<file path="config.mk">
export PLATFORM = sky130hd
export DESIGN_NAME = imem_loader
export DESIGN_NICKNAME = d
export VERILOG_FILES = /design/src/rtl/imem_loader.sv
export SDC_FILE = /design/constraint.sdc
export NUM_CORES = 1
export LEC_CHECK = 0
export ABC_CLOCK_PERIOD_IN_PS = 7540
export BUFFER_PORTS_ARGS = -buffer_cell sky130_fd_sc_hd__clkbuf_2
export CAP_MARGIN = 20
export CORE_MARGIN = 8
export CORE_UTILIZATION = 50
export CTS_CLUSTER_DIAMETER = 120
export CTS_CLUSTER_SIZE = 10
export DETAILED_ROUTE_END_ITERATION = 12
export PLACE_DENSITY = 0.74
export SLEW_MARGIN = 20
export SYNTH_ARGS = -nofsm -noshare
export SYNTH_HDL_FRONTEND = slang
export SYNTH_SLANG_ARGS = --single-unit
</file>
<file path="constraint.sdc">
create_clock -name clk -period 7.54 [get_ports clk]
set_input_delay 0 -clock clk [delete_from_list [all_inputs] [get_ports clk]]
set_output_delay 0 -clock clk [all_outputs]
set_load 0.02 [all_outputs]
</file>
<file path="src/rtl/imem_loader.sv">
// imem_loader: boot-time byte-stream loader that fills instruction memory and holds the core in reset until done
module imem_loader #(
  parameter logic [31:0] BASE_ADDR = 32'h0000_0000,
  parameter int          MAX_WORDS = 1024
) (
  input  logic        clk,
  input  logic        rst,
  input  logic        start,
  input  logic        rx_valid,
  input  logic [7:0]  rx_data,
  output logic        rx_ready,
  output logic        mem_wr_en,
  output logic [3:0]  mem_byt_en,
  output logic [31:0] mem_adrs_wr,
  output logic [31:0] mem_wr_data,
  output logic        core_rst,
  output logic        busy,
  output logic        done,
  output logic        err
);
  typedef enum logic [2:0] {IDLE, LEN, DATA, WRITE, DONE, ERR} state_t;
  localparam logic [31:0] MAX_N = 32'(MAX_WORDS);
  state_t      state, state_nx;
  logic [1:0]  byte_cnt;
  logic [31:0] asm_q, len_q, word_idx;
  logic        core_rst_q;
  logic        accept, last_byte, start_ok, wr;
  logic [31:0] full_word;
  assign accept    = rx_valid && rx_ready;
  assign last_byte = accept && byte_cnt == 2'd3;
  assign full_word = {rx_data, asm_q[23:0]};
  assign start_ok  = start && (state == IDLE || state == DONE || state == ERR);
  assign wr        = state == WRITE;
  // next-state selection; the completed length word is taken straight from the incoming byte
  always_comb begin
    state_nx = state;
    case (state)
      IDLE:    state_nx = start ? LEN : IDLE;
      LEN:     state_nx = !last_byte ? LEN : full_word == 32'd0 ? DONE : full_word > MAX_N ? ERR : DATA;
      DATA:    state_nx = last_byte ? WRITE : DATA;
      WRITE:   state_nx = (word_idx + 32'd1 == len_q) ? DONE : DATA;
      DONE:    state_nx = start ? LEN : DONE;
      ERR:     state_nx = start ? LEN : ERR;
      default: state_nx = IDLE;
    endcase
  end
  // state, byte assembly, word index and a glitch-free core reset derived from the next state
  always_ff @(posedge clk or negedge rst) begin
    if (!rst) begin
      state      <= IDLE;
      byte_cnt   <= 2'd0;
      asm_q      <= 32'd0;
      len_q      <= 32'd0;
      word_idx   <= 32'd0;
      core_rst_q <= 1'b1;
    end else begin
      state      <= state_nx;
      core_rst_q <= state_nx != DONE;
      if (start_ok) begin
        byte_cnt <= 2'd0;
        asm_q    <= 32'd0;
        word_idx <= 32'd0;
      end else begin
        if (accept) begin
          asm_q[{byte_cnt, 3'b000} +: 8] <= rx_data;
          byte_cnt <= byte_cnt + 2'd1;
        end
        if (state == LEN && last_byte) len_q <= full_word;
        if (wr) word_idx <= word_idx + 32'd1;
      end
    end
  end
  assign rx_ready    = state == LEN || state == DATA;
  assign mem_wr_en   = wr;
  assign mem_byt_en  = {4{wr}};
  assign mem_adrs_wr = wr ? BASE_ADDR + {word_idx[29:0], 2'b00} : 32'd0;
  assign mem_wr_data = wr ? asm_q : 32'd0;
  assign core_rst    = core_rst_q;
  assign busy        = state == LEN || state == DATA || state == WRITE;
  assign done        = state == DONE;
  assign err         = state == ERR;
endmodule

</file>
==> out/metrics.yaml, run 1 <==
outcome: "finished, final reports clean"
antenna_found_initial: 0
synth_area_leaders: "dfrtp_1 41%, and3_1 7.5%, mux2_2 6.0%, xnor2_1 4.8%, a22o_1 3.8%"
final_cells: 885
skew_ns: 0.008127
cts_tree: "yes"
clk_path_buf_depth: 2
netlist_instances: 667
syn_to_final_growth_pct: 11.91
cp-start-kind: "register"
remaining_drc_errors: 0
worstSkewPairLatency_ns: 0.35
grt_usage_pct: 22.25
yosysTopAreaCellShare_pct: 40.79
first_pass_iters: 5
worst_pin_slew_ns: 1.050
drive_above_1_share_pct: 21.06
ys_seq_area_share_pct: 41.22
yosysMostFrequentCell: "dfrtp_1"
crit_required_ns: 7.77
syn_avg_cell_area_um2: 9.289
cts_root_buf: "clkbuf_16"
ys_warn_count: 0
critical_path_arrival_ns: 4.00
ant_nets: 0
holdPathStages: 3
wl_per_cell_um: 20.47
period_minus_slack_ns: 3.769
fmax_mhz: 265.3
num_vias: 5608
nets: 730
r2r_start: "state[1]$_DFF_PN0_"
die-width_um: 127.3
start_util_pct: 51.37
totalNegativeSetupSlack_ns: 0
r2r_slack_ns: 3.77
hold_ws_ns: 0.02098
ys.flop_type: "dfrtp_1"
gp_congestion: 0.9331
whs_endpoint: "asm_q[25]$_DFFE_PN0P_"
yosysTopAreaCell: "dfrtp_1"
grt_max_degree: 70
post_cts_buffers: 0
synth_edf_count: 0
clkTransAtPathRegs_ns: 0.07
r2r_cells: 9
post-route-period-util_pct: 49.99
grt_first_pass_wirelength_mm: 28.91
synth_cell_types: 67
grt_overflow: 0
slew_viol_final: 0
rows: 40
final_hold_viol_count: 0
placed_cells: 867
drt-initial-drc-count: 498
die_area_um2: 16210
dpl.hpwl_mm: 12.80
max_cap_viol_count: 0
crit_path_max_fanout: 45
netlist_area_um2: 6196
worst_hold_path_type: "primary input to register"
p_leak_uw: 0.003264
rsz0062_at_grt: "false"
p_total_uw: 2206
grt_pass1_vias: 5424
ios: 86
numCtsBuffers: 9
detail_route.vias_per_cell: 6.337
cts_resized: 0
r2r-end: "word_idx[5]$_DFFE_PN0P_"
worstHoldStart: "rx_data[1]"
io_buffers: 83
synthTopCellsByCount: "101 x dfrtp_1, 74 x and3_1, 51 x nor2_1, 44 x o21ai_0, 37 x nand2_1"
cp-end-kind: "register"
diodes: 0
htreeDepth: 3
cts_sinks: 102
async_reset_ff_share_pct: 100.0
ys_seq_elements: 102
setup_viol: 0
final_core_util_pct: 57.49
wl_mm: 18.12
die_h_um: 127.3
relSlewSlack_pct: 29.94
path_class: "register to register"
core_um2: 12060
ir_drop_mv: 0.2227
power.density_nw_per_um2: 318.2
-- layout by cell type, fill, tap and decap left out, types with 4 or more instances in the layout --
cell type / Yosys / layout
o41ai_1: 7 / 7
and4_1: 6 / 6
a22o_1: 27 / 27
mux2_2: 33 / 33
o21ai_0: 44 / 44
a21oi_1: 23 / 23
xor2_1: 9 / 9
nand2_1: 37 / 37
inv_1: 7 / 7
or4_1: 4 / 4
nand4_1: 15 / 15
xnor2_1: 34 / 34
clkbuf_16: 0 / 9
buf_4: 8 / 6
or3_1: 5 / 5
dfrtp_1: 101 / 101
clkbuf_2: 2 / 82
nor4_1: 15 / 15
nor3_1: 14 / 14
and3_1: 74 / 74
o31ai_1: 10 / 10
nor2b_1: 4 / 4
ha_1: 6 / 6
nor2_1: 51 / 48
nand3_1: 20 / 20
a31oi_1: 7 / 7
-- worst max-delay path by stage --
| stage | startpoint | to | slack (ns) | cells after the start |
|---|---|---|---|---|
| after global placement | word_idx[0]$_DFFE_PN0P_ | state[1]$_DFF_PN0_ | 4.07 | 8 |
| after global routing | state[1]$_DFF_PN0_ | word_idx[16]$_DFFE_PN0P_ | 3.53 | 9 |
| final | state[1]$_DFF_PN0_ | word_idx[5]$_DFFE_PN0P_ | 3.77 | 9 |
| after detailed placement | state[1]$_DFF_PN0_ | word_idx[5]$_DFFE_PN0P_ | 3.94 | 8 |
| after floorplan | word_idx[1]$_DFFE_PN0P_ | state[1]$_DFF_PN0_ | 4.70 | 8 |
| after CTS | state[1]$_DFF_PN0_ | word_idx[5]$_DFFE_PN0P_ | 3.91 | 8 |
-- cell families (layout without fill, tap and decap cells) --
kind of cell,count (synthesis),count (layout),share of synthesized area (%)
and+or+nand+nor,267,267,23.97
AOI/OAI and AO/OA,145,145,15.81
DFF,102,102,41.22
buffers and inverters,65,114,4.645
xor gates and xnor gates,45,45,6.604
muxes,36,36,6.482
adders and majority gates,6,6,1.212
other,1,2,0.06052
-- critical path, cell delays in order (launching register included) --
cell      delay [ns]
dfrtp_1         0.44
inv_1           0.19
nor2_4          0.12
buf_12          0.20
nand2_1         0.09
buf_4           0.41
clkinv_1        0.76
nor2_2          1.07
o21ai_0         0.24
o41ai_1         0.11
-- flip-flops by register name, indices dropped and copies added (netlist names) --
name / cells
asm_q: 32
byte_cnt: 2
core_rst: 1
len_q: 32
word_idx: 32
state: 3
-- power breakdown --
part | switching (uW) | total, uW | internal [uW]
logic | 381 | 752 | 370
clock network | 217 | 454 | 238
registers | 273 | 1000 | 728
-- cell type report --
type | instances | area (um^2)
fillers | 1087 | 5127
multi-input cells | 501 | 3371
flip-flops and latches | 102 | 2554
repair buffers | 90 | 485.5
clock buffers | 11 | 242.7
well taps | 168 | 210.2
clock inverters | 5 | 41.29
inverters | 8 | 30.03
-- stage by stage --
stage               area, um^2  setup WS, ns
global route              6934         3.530
CTS                       6914         3.912
global placement          6620         4.075
detailed placement        6620         3.936
finish                    6934         3.771
floorplan                 6200         4.698
-- what timing repair did --
item | 4_1_cts | 5_1_grt
endpoints found under the setup margin | 0 | 0
hold buffers | 1 | 0
hold endpoints to repair | 33 | 0
-- per-layer routing --
| layer | up-vias | share of wire [%] | GRT usage (%) |
|---|---|---|---|
| li1 | 2542 | - | - |
| met1 | 2748 | 43 | 28.87 |
| met2 | 284 | 46 | 34.78 |
| met3 | 34 | 8.5 | 5.616 |
| met4 | 0 | 2.6 | 9.027 |
| met5 | - | 0 | 0 |
(Power assumes the default switching activity.)
==> inputs of run 2 (changes only) <==
--- a/config.mk
+++ b/config.mk
@@ -5,7 +5,8 @@
 export SDC_FILE = /design/constraint.sdc
 export NUM_CORES = 1
 export LEC_CHECK = 0
-export ABC_CLOCK_PERIOD_IN_PS = 7540
+export ABC_AREA = 1
+export ABC_CLOCK_PERIOD_IN_PS = 3540
 export BUFFER_PORTS_ARGS = -buffer_cell sky130_fd_sc_hd__clkbuf_2
 export CAP_MARGIN = 20
 export CORE_MARGIN = 8
==> constraint.sdc (replaced) <==
create_clock -name clk -period 3.54 [get_ports clk]
set_input_delay 0 -clock clk [delete_from_list [all_inputs] [get_ports clk]]
set_output_delay 0 -clock clk [all_outputs]
set_load 0.02 [all_outputs]
==> run 2 against run 1 <==
Clock-buffer cell count is 2 lower. First-iteration DRC count is 9.4% lower. Combinational power is 78% higher. Wire length is 3.1% lower. Fmax is 44% higher. Global-route usage is 0.21 points lower. Critical path depth is 6 higher. Non-clock buffer count is 11 higher. Critical endpoint is now core_rst$_DFF_PN1_. Largest cell class unchanged. Largest power group unchanged.
==> out/metrics.yaml, run 2 <==
outcome: "finished, final reports clean"
post_cts_buffers: 0  # unchanged
crit_path_frequent_cell: "nand2_1"
max_cap_viol_count: 0  # unchanged
num_vias: 6084  # +8.5%
core_um2: 12410  # +2.9%
path_class: "register to register"
io_buffers: 83  # unchanged
power.density_nw_per_um2: 558.9  # +76%
grt_pass1_vias: 5728  # +5.6%
r2r-end: "core_rst$_DFF_PN1_"
first_pass_iters: 7  # +2
swShare_pct: 39.69  # +0.23 points
worst_pin_slew_ns: 0.7645  # -0.2854 ns
relSlewSlack_pct: 49.04  # +19 points
syn_avg_cell_area_um2: 6.915  # -26%
numCtsBuffers: 9  # unchanged
multi_input_area_um2: 3129  # -7.2%
p_int_uw: 2448  # +83%
crit_cells: 15  # +6
period_minus_slack_ns: 2.609  # -1.161 ns
cp-end-kind: "register"
placed_area_um2: 6834  # +3.2%
yosysTopAreaCell: "dfrtp_1"
rows: 41  # +2.5%
yosysMostFrequentCell: "nand2_1"
ios: 86  # unchanged
die-width_um: 128  # +0.53%
async_reset_ff_share_pct: 100.0  # unchanged
crit_required_ns: 3.83  # -3.94 ns
fmax_mhz: 383.4  # +44%
final_hold_viol_count: 0  # unchanged
hold_ws_ns: 0.2648  # +0.2438 ns
yosysTopAreaCellShare_pct: 40.30  # -0.50 points
die_h_um: 128  # +0.53%
ys_seq_elements: 102  # unchanged
clk_path_buf_depth: 2  # unchanged
nFillCells: 1214  # +12%
clkTransAtPathRegs_ns: 0.07  # about the same
drive_above_1_share_pct: 13.73  # -7.3 points
diodes: 0  # unchanged
post-route-period-util_pct: 73.69  # +24 points
final_cells: 1170  # +32%
grt_max_degree: 83  # +19%
critPathTopFamily: "simple AND/OR/NAND/NOR gates"
rsz0062_at_grt: "false"
htreeDepth: 3  # unchanged
comb_power_share_pct: 33.1  # -1.0 points
stdcell_area_um2: 7264  # +4.8%
critical_path_arrival_ns: 2.90  # -1.10 ns
detail_route.vias_per_cell: 5.200  # -18%
r2r_cells: 15  # +6
ys_seq_area_share_pct: 40.71  # -0.50 points
crit_buf_inv: 5  # +1
worstSkewPairLatency_ns: 0.36  # about the same
synth_edf_count: 0  # unchanged
die_area_um2: 16380  # +1.1%
grt_overflow: 0  # unchanged
setup_viol: 0  # unchanged
ir_drop_mv: 0.4205  # +89%
p_leak_uw: 0.003545  # +8.6%
cts_root_buf: "clkbuf_16"
grt_first_pass_wirelength_mm: 28.57  # -1.2%
layout_commonest_cell: "nand2_1"
cp_slowest_cell: "buf_4"
wl_mm: 17.56  # -3.1%
worst_hold_path_type: "primary input to async pin"
cp-start-kind: "register"
antenna_found_initial: 0  # unchanged
totalNegativeSetupSlack_ns: 0  # unchanged
crit_path_max_fanout: 65  # +44%
crit_chain: "inv_1 > nand2_1 > nor2_1 > or2_2 > nand2_1 > inv_1 > nand2_1 > inv_1 > nand2_1 > buf_4 > inv_1 > a21oi_1 > nand2_2 > nor2_2 > nand2_1"
remaining_drc_errors: 0  # unchanged
r2r_slack_ns: 0.93  # -2.84 ns
nets: 1011  # +38%
netlist_area_um2: 6272  # +1.2%
dpl.hpwl_mm: 13.22  # +3.3%
skew_ns: 0.006992  # -0.001134 ns
start_util_pct: 50.52  # -0.85 points
p_clk_share_pct: 26.1  # +5.5 points
drt-initial-drc-count: 451  # -9.4%
placed_cells: 1143  # +32%
switching_power_uw: 1612  # +85%
seqCellArea_um2: 2554  # unchanged
largestRegisters: "asm_q (32), len_q (32), word_idx (32)"
syn_to_final_growth_pct: 15.82
cp_slowest_stage_delay_ns: 0.43  # -0.64 ns
gp_congestion: 0.9899  # +6.1%
cts_sinks: 102  # unchanged
slew_viol_final: 0  # unchanged
netlist_instances: 907  # +36%
r2r_start: "state[2]$_DFF_PN0_"
synth_area_leaders: "dfrtp_1 40%, nand2_1 14%, nor2_1 8.1%, inv_1 7.3%, nand3_1 7.3%"
synth_cell_types: 33  # -51%
synthTopCellsByCount: "231 x nand2_1, 136 x nor2_1, 122 x inv_1, 101 x dfrtp_1, 91 x nand3_1"
cts_tree: "yes"
ys_warn_count: 0  # unchanged
ys.flop_type: "dfrtp_1"
grt_usage_pct: 22.03  # -0.21 points
wl_per_cell_um: 15.01  # -27%
layout_common_cells: "231 x nand2_1, 135 x nor2_1, 122 x inv_1, 101 x dfrtp_1, 91 x nand3_1"
p_seq_share_pct: 40.8  # -4.5 points
ant_nets: 0  # unchanged
==> run 2: cell types whose count changed after synthesis, sizes merged, moves of 21 or more <==
| cell | before | now |
|---|---|---|
| a22o | 27 | 0 |
| and3 | 74 | 0 |
| clkbuf | 37 | 16 |
| inv | 7 | 124 |
| mux2 | 33 | 0 |
| nand2 | 37 | 242 |
| nand3 | 20 | 93 |
| nor2 | 51 | 149 |
| o21ai | 45 | 73 |
| o22ai | 1 | 27 |
| xnor2 | 35 | 2 |
==> run 2: layer usage <==
metal / track usage [%] / vias to the layer above / share of wire, %
li1: - / 3064 / -
met1: 28.25 / 2809 / 45
met2: 36.00 / 182 / 47
met3: 5.491 / 29 / 6.4
met4: 6.364 / 0 / 2.2
met5: 0 / - / 0
==> run 2: cell families after synthesis <==
| family | count (synthesis) | synth area share, % |
|---|---|---|
| AO/OA/AOI/OAI | 109 | 9.415 |
| buffers and inverters | 151 | 9.495 |
| adder cells (fa/ha/maj) | 6 | 1.197 |
| AND/OR/NAND/NOR | 530 | 38.00 |
| other | 1 | 0.05979 |
| XOR/XNOR | 8 | 1.117 |
| flip-flops | 102 | 40.71 |
==> run 2: how the worst max path moves through the flow <==
stage,from,endpoint
after floorplan,state[2]$_DFF_PN0_,word_idx[12]$_DFFE_PN0P_
after global placement,state[2]$_DFF_PN0_,core_rst$_DFF_PN1_
after detailed placement,state[2]$_DFF_PN0_,core_rst$_DFF_PN1_
after CTS,state[2]$_DFF_PN0_,core_rst$_DFF_PN1_
after global routing,state[2]$_DFF_PN0_,core_rst$_DFF_PN1_
final,state[2]$_DFF_PN0_,core_rst$_DFF_PN1_
==> run 2: what timing repair did <==
| action | 4_1_cts | 5_1_grt |
|---|---|---|
| hold buffers | 11 | 0 |
| gates resized for setup | 0 | 0 |
| endpoints found under the setup margin | 0 | 0 |
| hold endpoints to repair | 91 | 0 |
==> run 2: layout make-up <==
class                      instances  area share (%)
clock buffer                       9           3.100
clock inverter                     7           1.257
inverter                         124           6.407
multi-input combinational        655           43.08
sequential                       102           35.15
tap                              172           2.962
timing repair buffer             101           8.043
==> run 2: through the flow <==
| stage | total power (uW) | util, % | setup WS, ns |
|---|---|---|---|
| after global routing | 4318 | 58.52 | 0.7013 |
| after floorplan | 2563 | - | 1.371 |
| after CTS | 4053 | 58.49 | 0.9504 |
| final | 4060 | 58.52 | 0.9314 |
| after global placement | 2958 | 55.05 | 1.103 |
| after detailed placement | 2982 | 55.05 | 0.9760 |
==> run 2: power by group through the flow <==
stage          Combinational (uW)  Clock (uW)  Sequential [uW]
6_report                     1340        1060             1660
5_1_grt                      1510        1120             1690
4_1_cts                      1330        1070             1650
3_5_place_dp                 1310           0             1670
3_3_place_gp                 1290           0             1660
2_1_floorplan                 983           0             1580
